<file path="config.mk">
export PLATFORM = sky130hd
export DESIGN_NAME = proyecto_fsm
export DESIGN_NICKNAME = d
export VERILOG_FILES = /design/src/rtl/proyecto_fsm.sv
export SDC_FILE = /design/constraint.sdc
export NUM_CORES = 1
export LEC_CHECK = 0
export BUFFER_PORTS_ARGS = -buffer_cell sky130_fd_sc_hd__buf_4
export CAP_MARGIN = 20
export CORE_MARGIN = 5
export CORE_UTILIZATION = 50
export CTS_BUF_LIST = sky130_fd_sc_hd__clkbuf_4 sky130_fd_sc_hd__clkbuf_8
export CTS_CLUSTER_DIAMETER = 150
export DETAILED_ROUTE_END_ITERATION = 12
export GPL_ROUTABILITY_DRIVEN = 0
export PLACE_DENSITY = 0.89
export SLEW_MARGIN = 20
export SYNTH_ARGS = -nofsm -noshare
export SYNTH_HDL_FRONTEND = slang
export SYNTH_SLANG_ARGS = --single-unit
</file>
<file path="constraint.sdc">
create_clock -name clk -period 3.4 [get_ports clk]
set_input_delay 0.34 -clock clk [delete_from_list [all_inputs] [get_ports clk]]
set_output_delay 0.34 -clock clk [all_outputs]
set_load 0.02 [all_outputs]
</file>
<file path="src/rtl/proyecto_fsm.sv">
// Three chained Moore FSMs: power/fault supervisor, mode selector with run grant, step sequencer.
// Optional fault tracking is enabled by defining PROYECTO_FSM_FAULT_EN.
module proyecto_fsm (
  input  logic       clk,
  input  logic       rst_n,
  input  logic       S,
  input  logic       T,
  input  logic       H,
  input  logic [1:0] P,
  input  logic       R,
  input  logic       J,
  input  logic       B,
  output logic       I,
  output logic       E0,
  output logic       F,
  output logic       K,
  output logic [2:0] E1,
  output logic [2:0] M1,
  output logic       G,
  output logic       V,
  output logic [2:0] E2,
  output logic [2:0] M2,
  output logic       A,
  output logic       E3
);

  typedef enum logic [2:0] {
    F2_IDLE = 3'b000,
    F2_WAIT = 3'b001,
    F2_MA   = 3'b010,
    F2_MB   = 3'b011,
    F2_MC   = 3'b100,
    F2_RUN  = 3'b101,
    F2_DONE = 3'b110,
    F2_BAD  = 3'b111
  } fsm2_e;

  typedef enum logic [2:0] {
    F3_IDLE = 3'b000,
    F3_ARM  = 3'b001,
    F3_ST1  = 3'b010,
    F3_ST2  = 3'b011,
    F3_ST3  = 3'b100,
    F3_FIN  = 3'b101,
    F3_BAD6 = 3'b110,
    F3_BAD7 = 3'b111
  } fsm3_e;

  logic       e0_q, e0_d;
  logic       f_q, f_d;
  fsm2_e      s2_q, s2_d;
  fsm3_e      s3_q, s3_d;
  logic [2:0] mode_q, mode_d;

  logic k_int, g_int, a_int;

  always_ff @(posedge clk or negedge rst_n) begin
    if (!rst_n) begin
      e0_q   <= 1'b0;
      f_q    <= 1'b0;
      s2_q   <= F2_IDLE;
      s3_q   <= F3_IDLE;
      mode_q <= 3'b000;
    end else begin
      e0_q   <= e0_d;
      f_q    <= f_d;
      s2_q   <= s2_d;
      s3_q   <= s3_d;
      mode_q <= mode_d;
    end
  end

  // Handshake signals between the machines are decoded from registered state only.
  assign k_int = e0_q & ~f_q;
  assign g_int = (s2_q == F2_RUN);
  assign a_int = (s3_q == F3_FIN);

  always_comb begin
    e0_d = e0_q;
    if (!e0_q && S && T && H) begin
      e0_d = 1'b1;
    end else if (e0_q && !S) begin
      e0_d = 1'b0;
    end
  end

`ifdef PROYECTO_FSM_FAULT_EN
  // Dropping S clears the fault even if the interlock trips on the same clock.
  always_comb begin
    f_d = f_q;
    if (!S) begin
      f_d = 1'b0;
    end else if (e0_q && !H) begin
      f_d = 1'b1;
    end
  end
`else
  always_comb begin
    f_d = 1'b0;
  end
`endif

  always_comb begin
    s2_d   = s2_q;
    mode_d = mode_q;
    case (s2_q)
      F2_IDLE: s2_d = F2_WAIT;
      F2_WAIT: begin
        case (P)
          2'b01:   s2_d = F2_MA;
          2'b10:   s2_d = F2_MB;
          2'b11:   s2_d = F2_MC;
          default: s2_d = F2_WAIT;
        endcase
      end
      F2_MA, F2_MB, F2_MC: begin
        // Latch the mode code so it survives into RUN and DONE.
        mode_d = (s2_q == F2_MA) ? 3'b001 : (s2_q == F2_MB) ? 3'b010 : 3'b100;
        if (R && J) begin
          s2_d = F2_RUN;
        end else if (R) begin
          s2_d = F2_WAIT;
        end
      end
      F2_RUN:  if (a_int) s2_d = F2_DONE;
      F2_DONE: if (!R && !J) s2_d = F2_WAIT;
      default: s2_d = F2_IDLE;
    endcase
    if (!k_int) begin
      s2_d = F2_IDLE;
    end
  end

  always_comb begin
    s3_d = s3_q;
    case (s3_q)
      F3_IDLE: if (g_int) s3_d = F3_ARM;
      F3_ARM, F3_ST1, F3_ST2, F3_ST3: begin
        if (!g_int) begin
          s3_d = F3_IDLE;
        end else if (B) begin
          s3_d = fsm3_e'(s3_q + 3'd1);
        end
      end
      F3_FIN:  if (!g_int) s3_d = F3_IDLE;
      default: s3_d = F3_IDLE;
    endcase
  end

  always_comb begin
    case (s2_q)
      F2_MA:           M1 = 3'b001;
      F2_MB:           M1 = 3'b010;
      F2_MC:           M1 = 3'b100;
      F2_RUN, F2_DONE: M1 = mode_q;
      default:         M1 = 3'b000;
    endcase
  end

  always_comb begin
    case (s3_q)
      F3_ST1:  M2 = 3'b001;
      F3_ST2:  M2 = 3'b010;
      F3_ST3:  M2 = 3'b011;
      F3_FIN:  M2 = 3'b100;
      default: M2 = 3'b000;
    endcase
  end

  assign I  = e0_q;
  assign E0 = e0_q;
  assign F  = f_q;
  assign K  = k_int;
  assign E1 = s2_q;
  assign G  = g_int;
  assign V  = (s2_q == F2_MA) || (s2_q == F2_MB) || (s2_q == F2_MC) || (s2_q == F2_RUN);
  assign E2 = s3_q;
  assign A  = a_int;
  assign E3 = (s3_q == F3_ARM) || (s3_q == F3_ST1) || (s3_q == F3_ST2) || (s3_q == F3_ST3);

endmodule

</file>
== After elaboration in Yosys (flattened, before gate mapping) ==
Index checks and enable logic that the tools add are counted.

* Output and inout bits: 20
* Bits of input ports: 10
* Logic and storage cells: 67
* Flip-flop bits (word level): 10

* Reduce and logical (&&, ||, !) cells: 24
* Muxes and demuxes: 18
* Add/sub/neg operators: 1
* Equal/unequal tests: 20

{| class="wikitable"
|+ Operators with widths
! kind !! count
|-
| $mux W3 || 11
|-
| $pmux W3 S4 || 2
|-
| $pmux W3 S3 || 2
|-
| $eq A3 B3 Y1 const B || 5
|-
| $pmux W3 S5 || 1
|-
| $eq A3 B2 Y1 const B || 4
|-
| $ne A3 B3 Y1 const B || 3
|-
| $eq A3 B1 Y1 const B || 2
|-
| $logic_and A1 B1 Y1 || 6
|-
| $logic_not A3 Y1 || 2
|-
| $logic_or A1 B1 Y1 || 6
|-
| $reduce_and A3 Y1 || 2
|-
| $eq A2 B2 Y1 const B || 2
|-
| $logic_not A1 Y1 || 4
|-
| $ne A2 B2 Y1 const B || 2
|-
| $ne A4 B4 Y1 const B || 1
|-
| $reduce_or A4 Y1 || 1
|-
| $add A3 B1 Y3 const B || 1
|-
| $reduce_or A3 Y1 || 1
|-
| $eq A2 B1 Y1 const B || 1
|-
| $mux W1 || 2
|-
| $reduce_bool A2 Y1 || 1
|-
| $reduce_or A2 Y1 || 1
|}

== Depth between registers and ports, before layout ==
Gate-level depths: netlist of run 1.

* Depth after elaboration: 5
* Gate-level depth with buffers: 7
* Mapped depth without buffers: 6

== Worst setup path after synthesis of run 1 ==
Ideal clock, no wire load.

* Path kind: flip-flop to flip-flop
* From: reg s3_q[0] (netlist: E2[0])
* To: reg s3_q[2] (netlist: E2[2])
* Cell stages (with the launch flop): 7
* Period minus slack after synthesis: 1.702 ns
* Library setup time: 0.078 ns
* Setup slack: 1.698 ns
* Required time: 3.322 ns
* Arrival time: 1.625 ns
* Buffers on the path: 0
* Cells stage by stage: dfrtp_1 inv_1 ha_1 nor2b_1 o21bai_1 nand3b_1 a21oi_1

* Cells in the longest elaborated chain, start to end: 4
* Elaborated cells between the ends (all ways): 15
* Those cells by class: 1 x add/sub; 8 x eq/ne; 3 x mux; 3 x reduce/logical

{| class="wikitable"
|+ Ends and longest elaborated chain
! element !! line !! text
|-
| from (decl) || 52 || <nowiki>fsm3_e s3_q, s3_d;</nowiki>
|-
| from (signal assigned) || 62 || <nowiki>s3_q <= F3_IDLE;</nowiki>
|-
| from (signal assigned) || 68 || <nowiki>s3_q <= s3_d;</nowiki>
|-
| $add A3 B1 Y3 (tied with other cells) || 142 || <nowiki>s3_d = fsm3_e'(s3_q + 3'd1);</nowiki>
|-
| $mux W3 / $reduce_or A4 Y1 (equally long branches) || 141, 136 ||
|-
| $mux W3 / $ne A3 B3 Y1 (equally long branches) || - ||
|-
| $pmux W3 S3 / $reduce_and A3 Y1 (equally long branches) || - ||
|}

Several ways; a longest one is shown, not always the timed one. The select of a mux whose other input is x is not followed.
A chain may end at the register's enable or synchronous reset.

== Worst setup path in the final report of run 1 ==
* From: reg s2_q[1] (netlist: E1[1])
* To: out M1[0]

* Cells in the longest elaborated chain, start to end: 3
* Elaborated cells between the ends (all ways): 7
* Those cells by class: 5 x eq/ne; 1 x mux; 1 x reduce/logical

{| class="wikitable"
|+ Ends and longest elaborated chain
! element !! line !! text
|-
| from (decl) || 51 || <nowiki>fsm2_e s2_q, s2_d;</nowiki>
|-
| from (signal assigned) || 61 || <nowiki>s2_q <= F2_IDLE;</nowiki>
|-
| from (signal assigned) || 67 || <nowiki>s2_q <= s2_d;</nowiki>
|-
| $eq A3 B3 Y1 || 151 || <nowiki>case (s2_q)</nowiki>
|-
| $reduce_or A2 Y1 || 151 ||
|-
| $pmux W3 S4 (*) || 151 ||
|-
| to (decl) || 18 || <nowiki>output logic [2:0] M1,</nowiki>
|}

Every way passes the cells marked *; elsewhere a longest branch is shown, timed or not.

==> report_table.html, run 1 <==
<table>
<tr><th>Metric</th><th>Value</th></tr>
<tr><th colspan="2">Die</th></tr>
<tr><td>Overall die area</td><td>2840 um2</td></tr>
<tr><td>Width of the die</td><td>53.3 um</td></tr>
<tr><td>Std-Cell Core Area</td><td>1750 um2</td></tr>
<tr><td>Die Span Y</td><td>53.3 um</td></tr>
<tr><td>Starting utilization of the core area</td><td>53.6%</td></tr>
<tr><td>Std cell rows</td><td>15</td></tr>
<tr><td>Number of top-level design ports</td><td>30</td></tr>
<tr><th colspan="2">STA</th></tr>
<tr><td>Worst Max-Slew Pin Slew</td><td>662 ps</td></tr>
<tr><td>Post-Route Setup TNS</td><td>0 ps</td></tr>
<tr><td>Unrepaired setup endpoints after global routing</td><td>no</td></tr>
<tr><td>Hold slack</td><td>329 ps</td></tr>
<tr><td>Number of endpoints failing setup at the final stage</td><td>0</td></tr>
<tr><td>Final hold violation count</td><td>0</td></tr>
<tr><td>Clk_skew</td><td>4.69 ps</td></tr>
<tr><td>Relative slew margins</td><td>55.8%</td></tr>
<tr><td>Share of the clock period used by the worst path after layout</td><td>62.3%</td></tr>
<tr><td>Total count of max-transition violations in the final report</td><td>0</td></tr>
<tr><td>Period minus WS final</td><td>2120 ps</td></tr>
<tr><td>Peak clock frequency supported by timing</td><td>472 MHz</td></tr>
<tr><th colspan="2">Logic synthesis</th></tr>
<tr><td>Post-Synthesis Net Count</td><td>129</td></tr>
<tr><td>Count of synthesis-stage warnings from yosys</td><td>0</td></tr>
<tr><td>Register area share after synthesis</td><td>26.7%</td></tr>
<tr><td>Xor and xnor area share after synthesis</td><td>1.87%</td></tr>
<tr><td>Adder-cell area share of the yosys netlist</td><td>10.7%</td></tr>
<tr><td>Post-synthesis instance area</td><td>936 um2</td></tr>
<tr><td>Library cell with the largest summed area after synthesis</td><td>dfrtp_1</td></tr>
<tr><td>Synth Area in Compound Gates</td><td>25.7%</td></tr>
<tr><td>Average cell area after synthesis</td><td>8.43 um2</td></tr>
<tr><td>Combinational family with the most area after synthesis</td><td>compound AO/OA/AOI/OAI gates</td></tr>
<tr><td>Number of synthesized flops with an enable pin</td><td>0</td></tr>
<tr><td>Post-synthesis async set-or-reset flop share</td><td>100%</td></tr>
<tr><td>Post-synth cell types</td><td>42</td></tr>
<tr><td>Post-Syn Instances</td><td>111</td></tr>
<tr><td>Number of synthesized register bits</td><td>10</td></tr>
<tr><td>Cells taking the most area after synthesis</td><td>dfrtp_1 (27%), ha_1 (11%), buf_4 (5.6%)</td></tr>
<tr><td>Ys flop type</td><td>dfrtp_1</td></tr>
<tr><td>Fraction of synthesized area in multiplexers</td><td>2.27%</td></tr>
<tr><td>Basic-gate share of the synthesized area counting and, or, nand and nor cells</td><td>20.6%</td></tr>
<tr><td>Top-area cell type share of the netlist area</td><td>26.7%</td></tr>
<tr><th colspan="2">Min path</th></tr>
<tr><td>Worst Hold Launch</td><td>S</td></tr>
<tr><td>Capture endpoint of the worst hold path</td><td>E0</td></tr>
<tr><td>Worst min path class</td><td>in2reg</td></tr>
<tr><td>Cells on Worst Hold Path</td><td>2</td></tr>
<tr><th colspan="2">Clocking</th></tr>
<tr><td>Number of clock sinks</td><td>10</td></tr>
<tr><td>Cell chosen for the clock root</td><td>clkbuf_4</td></tr>
<tr><td>Total CTS buffers</td><td>3</td></tr>
<tr><td>Number of levels the H-tree was split into</td><td>1</td></tr>
<tr><td>Clk slew on worst S/H paths</td><td>70 ps</td></tr>
<tr><td>Insertion delay of the later-clocked pin in the worst-skew pair</td><td>260 ps</td></tr>
<tr><td>Post-CTS resize count</td><td>0</td></tr>
<tr><td>Clock tree from TritonCTS</td><td>done</td></tr>
<tr><td>Buffers from clock root to sink, at most</td><td>2</td></tr>
<tr><td>Setup fix buffers added after clock tree synthesis</td><td>0</td></tr>
<tr><th colspan="2">Outcome</th></tr>
<tr><td>Result of the run</td><td>finished, final reports clean</td></tr>
<tr><th colspan="2">Setup path</th></tr>
<tr><td>CP Class</td><td>reg2out</td></tr>
<tr><td>Maximum net fanout on the critical path</td><td>22</td></tr>
<tr><td>Origin of the critical flop-to-flop path</td><td>E2[2]</td></tr>
<tr><td>Number of cells traversed by the worst register-to-register path</td><td>6</td></tr>
<tr><td>Nature of the critical path endpoint</td><td>output port</td></tr>
<tr><td>Reg-to-reg slack, setup</td><td>1600 ps</td></tr>
<tr><td>Arrival time of data at the critical path endpoint</td><td>1780 ps</td></tr>
<tr><td>Reg2Reg Capture Point</td><td>E2[0]</td></tr>
<tr><td>Required arrival time at the worst endpoint</td><td>3060 ps</td></tr>
<tr><td>Startpoint type of the worst setup path</td><td>register</td></tr>
<tr><th colspan="2">Pwr</th></tr>
<tr><td>Power density cells</td><td>332 nW/um2</td></tr>
<tr><td>Leakage</td><td>0.000613 uW</td></tr>
<tr><td>Post-layout total power</td><td>382 uW</td></tr>
<tr><td>IR Drop Worst-Case VDD</td><td>0.000311 V</td></tr>
<tr><th colspan="2">GRT</th></tr>
<tr><td>Largest net degree at the start of global routing</td><td>23</td></tr>
<tr><td>Global route overflow</td><td>0</td></tr>
<tr><td>First-pass GRT wire length</td><td>3760 um</td></tr>
<tr><td>Gr usage total</td><td>17.9%</td></tr>
<tr><td>Initial antenna violation count</td><td>0</td></tr>
<tr><td>Vias in the first global route</td><td>793</td></tr>
<tr><th colspan="2">Route</th></tr>
<tr><td>Number of DRC violations after detailed routing</td><td>0</td></tr>
<tr><td>Vias after detailed routing</td><td>868</td></tr>
<tr><td>Count of nets left with antenna violations after detail routing</td><td>0</td></tr>
<tr><td>Number of DRC violations after detailed-routing iteration 0</td><td>21</td></tr>
<tr><td>Ratio of routed vias to standard cells</td><td>5.46</td></tr>
<tr><td>Count of TritonRoute iterations in the first routing pass</td><td>4</td></tr>
<tr><td>Total wirelength of the detailed-routed design</td><td>2240 um</td></tr>
<tr><td>Final routed wire length divided by cell count</td><td>14.1 um</td></tr>
<tr><th colspan="2">Job</th></tr>
<tr><td>Number of max-cap violations</td><td>0</td></tr>
<tr><th colspan="2">Cells and area</th></tr>
<tr><td>Fraction of final layout cells with drive strength greater than 1</td><td>28.4%</td></tr>
<tr><td>Layout Utilization</td><td>65.9%</td></tr>
<tr><td>Layout area overhead</td><td>23.0%</td></tr>
<tr><td>Total inserted antenna cells</td><td>0</td></tr>
<tr><td>Number of nets in the finished design</td><td>153</td></tr>
<tr><th colspan="2">Placement</th></tr>
<tr><td>Post-DP HPWL</td><td>1770 um</td></tr>
<tr><td>Port-buffer cells</td><td>28</td></tr>
</table>
==> layout by cell type, fill, tap and decap left out, drive strengths merged, types with 2 or more instances in the layout <==
cell type / Yosys / routed
nand3: 3 / 3
ha: 8 / 8
xor2: 2 / 2
nor2: 9 / 9
clkbuf: 1 / 4
a21oi: 7 / 7
nor2b: 6 / 6
a32oi: 2 / 2
o21bai: 3 / 3
dfrtp: 10 / 10
buf: 9 / 28
o21ai: 10 / 10
nand3b: 2 / 2
nand2b: 2 / 2
nor3: 3 / 3
inv: 10 / 10
a32o: 2 / 2
nand2: 4 / 4
==> kinds of logic after synthesis <==
| kind of cell | count (synthesis) |
|---|---|
| flip-flops | 10 |
| XOR/XNOR | 2 |
| multiplexers | 2 |
| AO/OA/AOI/OAI | 36 |
| AND/OR/NAND/NOR | 32 |
| other | 1 |
| buffers and inverters | 20 |
| adder cells (fa/ha/maj) | 8 |
==> critical path, stage by stage (launching register included) <==
cell and delay (ps):
dfrtp_1 770, nand3b_4 300, inv_2 70, a32o_1 220
buf_4 160
==> how the worst max path moves through the flow <==
stage / startpoint / endpoint / slack, ps
floorplan: E2[0] / E2[2] / 1700
global placement: E1[1] / M1[0] / 1630
detailed placement: E1[1] / M1[0] / 1570
CTS: E1[1] / M1[0] / 1280
global route: E1[1] / M1[0] / 1190
finish: E1[1] / M1[0] / 1280
==> report_power, final <==
| part | total [uW] | switching, uW | internal [uW] |
|---|---|---|---|
| Sequential | 162 | 24.0 | 138 |
| Combinational | 115 | 63.3 | 51.5 |
| Clock | 105 | 40.5 | 64.9 |
==> state kept, by name, summed over array words and instances, names as in the netlist <==
register  count
E0            1
E1            3
E2            3
mode_q        3
==> layout make-up <==
cell class / instances / area [um2]
fill: 153 / 594
multi-input combinational: 81 / 576
sequential: 10 / 250
timing repair buffer: 29 / 220
inverter: 10 / 37.5
clock buffer: 4 / 36.3
tap: 25 / 31.3
==> per-layer routing <==
layer	share of wire, %	wire length, um	track usage, %	up-vias
met4	0.40	9	3.83	0
li1	-	-	-	435
met3	7.2	160	3.38	2
met2	50	1110	30.6	29
met1	43	955	23.1	402
met5	0	0	0	-
==> cells in the mapped netlist, types with 2 or more instances <==
master,count
inv_2,2
nand3_1,3
a32oi_1,2
a32o_1,2
nor2b_1,5
nand2_1,4
dfrtp_1,10
ha_1,8
nor2_1,9
nor3_1,3
xor2_1,2
o21ai_0,8
o21bai_1,3
a21oi_1,7
buf_4,7
nand2b_1,2
o21ai_1,2
inv_1,8
==> metrics by stage <==
stage               cells  cell area, um2  setup WS, ps
global route          159            1150          1190
finish                159            1150          1280
global placement      154            1100          1630
floorplan             111             936          1700
detailed placement    154            1100          1570
CTS                   159            1150          1280
==> timing repair <==
| item | 4_1_cts | 5_1_grt |
|---|---|---|
| hold buffers | 1 | 0 |
| endpoints found under the hold margin | 10 | 0 |
| setup endpoints to repair | 0 | 0 |
Power figures use the tool's default switching activity.
==> run 2: changes to the inputs <==
--- a/config.mk
+++ b/config.mk
@@ -8,12 +8,12 @@
 export BUFFER_PORTS_ARGS = -buffer_cell sky130_fd_sc_hd__buf_4
 export CAP_MARGIN = 20
 export CORE_MARGIN = 5
-export CORE_UTILIZATION = 50
+export CORE_UTILIZATION = 47
 export CTS_BUF_LIST = sky130_fd_sc_hd__clkbuf_4 sky130_fd_sc_hd__clkbuf_8
 export CTS_CLUSTER_DIAMETER = 150
 export DETAILED_ROUTE_END_ITERATION = 12
 export GPL_ROUTABILITY_DRIVEN = 0
-export PLACE_DENSITY = 0.89
+export PLACE_DENSITY = 0.88
 export SLEW_MARGIN = 20
 export SYNTH_ARGS = -nofsm -noshare
 export SYNTH_HDL_FRONTEND = slang
==> constraint.sdc (replaced) <==
create_clock -name clk -period 1.7 [get_ports clk]
set_input_delay 0.17 -clock clk [delete_from_list [all_inputs] [get_ports clk]]
set_output_delay 0.17 -clock clk [all_outputs]
set_load 0.02 [all_outputs]
==> run 2 against run 1 <==
Compared with the run above: final area grew 8.5%; global-route usage decreased by 0.58 points; largest cell class unchanged; critical path type unchanged; worst hold slack got worse by 210 ps.
==> report_table.html, run 2 (synthesis gave the netlist of run 1 again) <==
<table>
<tr><th>Metric</th><th>Value</th></tr>
<tr><th colspan="2">Outcome</th></tr>
<tr><td>Result of the run</td><td>finished, final reports clean</td></tr>
<tr><th colspan="2">Route</th></tr>
<tr><td>Vias after detailed routing</td><td>899 (+3.6%)</td></tr>
<tr><td>Final routed wire length divided by cell count</td><td>13.7 um (-2.6%)</td></tr>
<tr><td>Count of nets left with antenna violations after detail routing</td><td>0 (unchanged)</td></tr>
<tr><td>Count of TritonRoute iterations in the first routing pass</td><td>4 (unchanged)</td></tr>
<tr><td>Ratio of routed vias to standard cells</td><td>5.42 (-0.80%)</td></tr>
<tr><td>Number of DRC violations after detailed routing</td><td>0 (unchanged)</td></tr>
<tr><td>Number of DRC violations after detailed-routing iteration 0</td><td>18 (-14%)</td></tr>
<tr><td>Total wirelength of the detailed-routed design</td><td>2270 um (+1.7%)</td></tr>
<tr><th colspan="2">Setup path</th></tr>
<tr><td>CP Class</td><td>reg2out</td></tr>
<tr><td>Startpoint type of the worst setup path</td><td>register</td></tr>
<tr><td>Required arrival time at the worst endpoint</td><td>1530 ps (-1530 ps)</td></tr>
<tr><td>Maximum net fanout on the critical path</td><td>6 (-73%)</td></tr>
<tr><td>Arrival time of data at the critical path endpoint</td><td>1460 ps (-320 ps)</td></tr>
<tr><td>Nature of the critical path endpoint</td><td>output port</td></tr>
<tr><td>Reg-to-reg slack, setup</td><td>90 ps (-1510 ps)</td></tr>
<tr><th colspan="2">Pwr</th></tr>
<tr><td>Net Switching</td><td>265 uW (+110%)</td></tr>
<tr><td>Sequential share of power</td><td>40.0% (-2.4 points)</td></tr>
<tr><td>Share of total power in the clock network</td><td>27.0% (-0.6 points)</td></tr>
<tr><td>Power density cells</td><td>641 nW/um2 (+93%)</td></tr>
<tr><td>IR Drop Worst-Case VDD</td><td>0.000580 V (+87%)</td></tr>
<tr><td>Share of power burned in combinational logic</td><td>33.1% (+3.1 points)</td></tr>
<tr><td>Leakage</td><td>0.000639 uW (+4.3%)</td></tr>
<tr><td>Int Power</td><td>535 uW (+110%)</td></tr>
<tr><td>Sw Ratio</td><td>33.1% (-0.29 points)</td></tr>
<tr><th colspan="2">GRT</th></tr>
<tr><td>Initial antenna violation count</td><td>0 (unchanged)</td></tr>
<tr><td>Global route overflow</td><td>0 (unchanged)</td></tr>
<tr><td>First-pass GRT wire length</td><td>3780 um (+0.56%)</td></tr>
<tr><td>Largest net degree at the start of global routing</td><td>18 (-22%)</td></tr>
<tr><td>Gr usage total</td><td>17.3% (-0.58 points)</td></tr>
<tr><td>Vias in the first global route</td><td>901 (+14%)</td></tr>
<tr><th colspan="2">Cells and area</th></tr>
<tr><td>Layout area overhead</td><td>33.4%</td></tr>
<tr><td>Most frequent standard cell in the layout excluding fill and tap cells</td><td>buf_4</td></tr>
<tr><td>Number of nets in the finished design</td><td>158 (+3.3%)</td></tr>
<tr><td>Fraction of final layout cells with drive strength greater than 1</td><td>41.0% (+13 points)</td></tr>
<tr><td>Register area</td><td>256 um2 (+2.5%)</td></tr>
<tr><td>Count of filler cells inserted in the layout</td><td>169 (+10%)</td></tr>
<tr><td>Total inserted antenna cells</td><td>0 (unchanged)</td></tr>
<tr><td>Multi-input logic area</td><td>627 um2 (+8.9%)</td></tr>
<tr><td>Most frequent cells in the layout</td><td>buf_4 (33), nor2_1 (9), o21ai_0 (8)</td></tr>
<tr><td>Final Cell Area</td><td>1250 um2 (+8.5%)</td></tr>
<tr><th colspan="2">Die</th></tr>
<tr><td>Std cell rows</td><td>16 (+1)</td></tr>
<tr><td>Overall die area</td><td>2980 um2 (+5.2%)</td></tr>
<tr><td>Width of the die</td><td>54.6 um (+2.6%)</td></tr>
<tr><td>Number of top-level design ports</td><td>30 (unchanged)</td></tr>
<tr><td>Die Span Y</td><td>54.6 um (+2.6%)</td></tr>
<tr><td>Std-Cell Core Area</td><td>1920 um2 (+10%)</td></tr>
<tr><td>Starting utilization of the core area</td><td>48.7% (-4.9 points)</td></tr>
<tr><th colspan="2">Job</th></tr>
<tr><td>Number of max-cap violations</td><td>0 (unchanged)</td></tr>
<tr><th colspan="2">STA</th></tr>
<tr><td>Total count of max-transition violations in the final report</td><td>0 (unchanged)</td></tr>
<tr><td>Peak clock frequency supported by timing</td><td>613 MHz</td></tr>
<tr><td>Final hold violation count</td><td>0 (unchanged)</td></tr>
<tr><td>Hold slack</td><td>122 ps (-207 ps)</td></tr>
<tr><td>Share of the clock period used by the worst path after layout</td><td>96.0%</td></tr>
<tr><td>Clk_skew</td><td>6.20 ps (+1.51 ps)</td></tr>
<tr><td>Period minus WS final</td><td>1630 ps</td></tr>
<tr><td>Number of endpoints failing setup at the final stage</td><td>0 (unchanged)</td></tr>
<tr><td>Unrepaired setup endpoints after global routing</td><td>no</td></tr>
<tr><th colspan="2">Clocking</th></tr>
<tr><td>Number of clock sinks</td><td>10 (unchanged)</td></tr>
<tr><td>Total CTS buffers</td><td>3 (unchanged)</td></tr>
<tr><td>Clock tree from TritonCTS</td><td>done</td></tr>
<tr><td>Buffers from clock root to sink, at most</td><td>2 (unchanged)</td></tr>
<tr><td>Cell chosen for the clock root</td><td>clkbuf_4</td></tr>
<tr><td>Clk slew on worst S/H paths</td><td>70 ps (about the same)</td></tr>
<tr><td>Insertion delay of the later-clocked pin in the worst-skew pair</td><td>270 ps (about the same)</td></tr>
<tr><td>Number of levels the H-tree was split into</td><td>1 (unchanged)</td></tr>
<tr><th colspan="2">Min path</th></tr>
<tr><td>Worst min path class</td><td>in2reg</td></tr>
<tr><th colspan="2">Placement</th></tr>
<tr><td>Post-DP HPWL</td><td>1710 um (-3.0%)</td></tr>
<tr><td>Placed cell areas</td><td>1130 um2 (+1.9%)</td></tr>
<tr><td>Port-buffer cells</td><td>28 (unchanged)</td></tr>
</table>
==> run 2: cell count changes in the layout (fill, tap and decap cells not counted), sizes merged <==
cell,before,now
buf,28,33
==> run 2: final timing paths <==
| check | start | endpoint | cells after the start |
|---|---|---|---|
| max | E2[1] | E3 | 4 |
| min | S | E0 | 2 |
| max reg2reg | E2[1] | E2[0] | 6 |
| min reg2reg | mode_q[2] | mode_q[2] | 2 |
| max in group asynchronous | rst_n | E1[1] | 2 |
| min in group asynchronous | rst_n | E2[2] | 2 |
==> run 2: stage by stage <==
stage | worst slack (ps) | utilization, % | instances | setup TNS, ps | total power, uW
floorplan | 40.9 | - | 111 | 0 | 474
global placement | 107 | 58.6 | 158 | 0 | 536
detailed placement | 2.63 | 58.6 | 158 | 0 | 554
CTS | -31.3 | 61.9 | 164 | -47.4 | 782
global route | 2.85 | 65.0 | 166 | 0 | 846
finish | 68.0 | 65.0 | 166 | 0 | 800
==> run 2: per-layer routing <==
layer	track usage, %	up-vias	wire length, um
met2	32.3	28	1150
met5	0	-	0
li1	-	446	-
met3	4.90	2	179
met4	3.32	0	6
met1	19.3	423	934
==> run 2: worst max-delay path, cell delays in order, from the launching register on <==
cell and delay [ps]:
dfrtp_2 450, ha_2 200, ha_4 170, o21bai_2 210, buf_4 170
==> run 2: repair_timing <==
action,CTS,global route
endpoints found under the hold margin,10,0
setup endpoints to repair,6,10
hold buffers,1,0
resized for setup,4,12
buffers inserted,1,2
==> run 2: power groups by stage <==
stage	Combinational (uW)	Clock [uW]	Sequential (uW)
2_1_floorplan	154	0	319
3_3_place_gp	217	0	319
3_5_place_dp	228	0	325
4_1_cts	242	221	319
5_1_grt	290	231	325
6_report	265	216	320
==> run 2: area by class of cell <==
cell class,count,share of cell area (%)
Multi-Input combinational cell,81,50.2
Inverter,10,3.01
Clock buffer,4,2.91
Sequential cell,10,20.5
Tap cell,27,2.71
Timing Repair Buffer,34,20.6
==> run 3: changes to the inputs <==
==> config.mk (replaced) <==
export PLATFORM = sky130hd
export DESIGN_NAME = proyecto_fsm
export DESIGN_NICKNAME = d
export VERILOG_FILES = /design/src/rtl/proyecto_fsm.sv
export SDC_FILE = /design/constraint.sdc
export NUM_CORES = 1
export LEC_CHECK = 0
export CAP_MARGIN = 20
export CORE_MARGIN = 5
export CORE_UTILIZATION = 50
export CTS_BUF_LIST = sky130_fd_sc_hd__clkbuf_4 sky130_fd_sc_hd__clkbuf_8
export CTS_CLUSTER_DIAMETER = 150
export DETAILED_ROUTE_END_ITERATION = 12
export DONT_BUFFER_PORTS = 1
export GPL_ROUTABILITY_DRIVEN = 0
export PLACE_DENSITY = 0.78
export SLEW_MARGIN = 20
export SYNTH_ARGS = -nofsm -noshare
export SYNTH_HDL_FRONTEND = slang
export SYNTH_SLANG_ARGS = --single-unit
==> run 3 against run 2 <==
Compared with the run above: sequential power is essentially flat; non-clock buffer count decreased by 12; global-route usage grew 0.67 points; total power decreased by 3.9%; the run now ends with setup timing left; critical endpoint unchanged.
==> report_table.html, run 3 (synthesis gave the netlist of run 1 again) <==
<table>
<tr><th>Metric</th><th>Value</th></tr>
<tr><th colspan="2">Route</th></tr>
<tr><td>Count of nets left with antenna violations after detail routing</td><td>0 (unchanged)</td></tr>
<tr><td>Final routed wire length divided by cell count</td><td>14.9 um (+8.7%)</td></tr>
<tr><td>Count of TritonRoute iterations in the first routing pass</td><td>4 (unchanged)</td></tr>
<tr><td>Ratio of routed vias to standard cells</td><td>5.62 (+3.7%)</td></tr>
<tr><td>Vias after detailed routing</td><td>854 (-5.0%)</td></tr>
<tr><td>Number of DRC violations after detailed-routing iteration 0</td><td>23 (+5)</td></tr>
<tr><td>Total wirelength of the detailed-routed design</td><td>2260 um (-0.44%)</td></tr>
<tr><td>Number of DRC violations after detailed routing</td><td>0 (unchanged)</td></tr>
<tr><th colspan="2">STA</th></tr>
<tr><td>Period minus WS final</td><td>1740 ps (+111 ps)</td></tr>
<tr><td>Worst path setup slack after routing</td><td>-43.0 ps (-111 ps)</td></tr>
<tr><td>Clk_skew</td><td>7.79 ps (+1.59 ps)</td></tr>
<tr><td>Peak clock frequency supported by timing</td><td>574 MHz (-6.4%)</td></tr>
<tr><td>Share of the clock period used by the worst path after layout</td><td>103% (+6.5 points)</td></tr>
<tr><td>Unrepaired setup endpoints after global routing</td><td>yes</td></tr>
<tr><td>Number of endpoints failing setup at the final stage</td><td>1 (+1)</td></tr>
<tr><td>Final hold violation count</td><td>0 (unchanged)</td></tr>
<tr><td>Post-Route Setup TNS</td><td>-43.0 ps (-43.0 ps)</td></tr>
<tr><td>Total count of max-transition violations in the final report</td><td>0 (unchanged)</td></tr>
<tr><th colspan="2">Cells and area</th></tr>
<tr><td>Total inserted antenna cells</td><td>0 (unchanged)</td></tr>
<tr><td>Number of nets in the finished design</td><td>146 (-7.6%)</td></tr>
<tr><td>Count of filler cells inserted in the layout</td><td>148 (-12%)</td></tr>
<tr><td>Most frequent standard cell in the layout excluding fill and tap cells</td><td>buf_4</td></tr>
<tr><td>Most frequent cells in the layout</td><td>buf_4 (20), nor2_1 (9), inv_1 (8), o21ai_0 (8)</td></tr>
<tr><td>Fraction of final layout cells with drive strength greater than 1</td><td>32.3% (-8.7 points)</td></tr>
<tr><td>Layout Cells excl Fill</td><td>152 (-8.4%)</td></tr>
<tr><td>Final Cell Area</td><td>1130 um2 (-9.1%)</td></tr>
<tr><td>Layout area overhead</td><td>21.3%</td></tr>
<tr><th colspan="2">Setup path</th></tr>
<tr><td>CP Class</td><td>reg2out</td></tr>
<tr><td>Required arrival time at the worst endpoint</td><td>1530 ps (about the same)</td></tr>
<tr><td>Nature of the critical path endpoint</td><td>output port</td></tr>
<tr><td>Crit path cell chain</td><td>ha_2, ha_1, buf_4, o21bai_4, buf_6</td></tr>
<tr><td>Number of cells traversed by the worst register-to-register path</td><td>6 (unchanged)</td></tr>
<tr><td>Reg-to-reg slack, setup</td><td>30 ps (-60 ps)</td></tr>
<tr><td>Master of the slowest instance on the critical path</td><td>dfrtp_1</td></tr>
<tr><td>Crit path capture</td><td>E3</td></tr>
<tr><td>Startpoint type of the worst setup path</td><td>register</td></tr>
<tr><td>Maximum net fanout on the critical path</td><td>5 (-1)</td></tr>
<tr><td>Origin of the critical flop-to-flop path</td><td>E2[0]</td></tr>
<tr><td>Reg2Reg Capture Point</td><td>E2[0]</td></tr>
<tr><td>Largest incremental delay on the critical path</td><td>430 ps (-20 ps)</td></tr>
<tr><td>Worst setup path startpoint</td><td>E2[0]</td></tr>
<tr><td>Arrival time of data at the critical path endpoint</td><td>1570 ps (+110 ps)</td></tr>
<tr><th colspan="2">GRT</th></tr>
<tr><td>Gr usage total</td><td>18.0% (+0.67 points)</td></tr>
<tr><td>Largest net degree at the start of global routing</td><td>18 (unchanged)</td></tr>
<tr><td>First-pass GRT wire length</td><td>3810 um (+0.71%)</td></tr>
<tr><td>Initial antenna violation count</td><td>0 (unchanged)</td></tr>
<tr><td>Vias in the first global route</td><td>836 (-7.2%)</td></tr>
<tr><td>Global route overflow</td><td>0 (unchanged)</td></tr>
<tr><th colspan="2">Die</th></tr>
<tr><td>Number of top-level design ports</td><td>30 (unchanged)</td></tr>
<tr><td>Starting utilization of the core area</td><td>53.6% (+4.9 points)</td></tr>
<tr><td>Overall die area</td><td>2840 um2 (-4.9%)</td></tr>
<tr><td>Die Span Y</td><td>53.3 um (-2.5%)</td></tr>
<tr><td>Std-Cell Core Area</td><td>1750 um2 (-9.2%)</td></tr>
<tr><td>Std cell rows</td><td>15 (-1)</td></tr>
<tr><td>Width of the die</td><td>53.3 um (-2.5%)</td></tr>
<tr><th colspan="2">Clocking</th></tr>
<tr><td>Number of clock sinks</td><td>10 (unchanged)</td></tr>
<tr><td>Buffers from clock root to sink, at most</td><td>2 (unchanged)</td></tr>
<tr><td>Clock tree from TritonCTS</td><td>done</td></tr>
<tr><td>Number of levels the H-tree was split into</td><td>1 (unchanged)</td></tr>
<tr><td>Cell chosen for the clock root</td><td>clkbuf_4</td></tr>
<tr><td>Clk slew on worst S/H paths</td><td>70 ps (about the same)</td></tr>
<tr><td>Total CTS buffers</td><td>3 (unchanged)</td></tr>
<tr><td>Insertion delay of the later-clocked pin in the worst-skew pair</td><td>280 ps (about the same)</td></tr>
<tr><th colspan="2">Pwr</th></tr>
<tr><td>IR Drop Worst-Case VDD</td><td>0.000530 V (-8.6%)</td></tr>
<tr><td>Post-layout total power</td><td>769 uW (-3.9%)</td></tr>
<tr><td>Leakage</td><td>0.000579 uW (-9.4%)</td></tr>
<tr><td>Power density cells</td><td>677 nW/um2 (+5.7%)</td></tr>
<tr><th colspan="2">Outcome</th></tr>
<tr><td>Violated checks</td><td>setup timing</td></tr>
<tr><td>Result of the run</td><td>finished with violations</td></tr>
<tr><th colspan="2">Placement</th></tr>
<tr><td>Placed cell areas</td><td>1010 um2 (-10%)</td></tr>
<tr><td>Count of placed standard cells including taps</td><td>141 (-11%)</td></tr>
<tr><td>DP Worst Slack</td><td>69.1 ps (+66.5 ps)</td></tr>
<tr><td>Post-DP HPWL</td><td>1590 um (-7.2%)</td></tr>
<tr><td>Port-buffer cells</td><td>0 (-100%)</td></tr>
<tr><th colspan="2">Job</th></tr>
<tr><td>Number of max-cap violations</td><td>0 (unchanged)</td></tr>
<tr><th colspan="2">Min path</th></tr>
<tr><td>Worst min path class</td><td>in2reg</td></tr>
</table>
==> run 3: metrics by stage <==
stage	hold slack (ps)	utilization (%)
floorplan	-126	-
CTS	44.8	62.4
global placement	-125	57.9
finish	49.1	65.0
global route	36.7	65.0
detailed placement	-125	57.9
==> run 3: layer usage <==
metal / wire, um / share of wire [%] / track usage (%)
met1: 975 / 43 / 24.0
met2: 1080 / 47 / 27.6
met3: 201 / 8.9 / 5.92
met4: 12 / 0.53 / 4.68
met5: 0 / 0 / 0
==> run 3: worst max-delay path, delay by kind of cell, from the launching register on <==
kind / cells / cell delay, ps
compound gates: 1 / 180
fa+ha+maj: 2 / 390
buf+inv: 2 / 290
flops: 1 / 430
==> run 3: where the power goes <==
part,switching (uW),internal [uW]
Clock,91.3,130
Sequential,45.2,276
Combinational,123,103
==> run 3: worst min-delay path by stage <==
stage | to | slack (ps) | cells past startpoint | from
finish | E2[2] | 50 | 2 | B
global route | E0 | 40 | 1 | S
CTS | E0 | 40 | 1 | S
detailed placement | mode_q[1] | -130 | 0 | rst_n
global placement | mode_q[1] | -130 | 0 | rst_n
floorplan | E0 | -130 | 0 | rst_n
==> run 3: repair_timing <==
action / in CTS / in global routing
hold endpoints to repair: 10 / 0
gates resized for setup: 7 / 4
hold buffers: 1 / 0
buffers inserted: 1 / 5
endpoints found under the setup margin: 3 / 7
pin swaps: 1 / 1
==> run 3: area by class of cell <==
cell class	instances	area (um2)	area share (%)
clock buffers	4	36.3	3.20
inverters	10	37.5	3.31
multi-input cells	81	604	53.3
flip-flops and latches	10	254	22.4
well taps	25	31.3	2.76
repair buffers	22	171	15.1
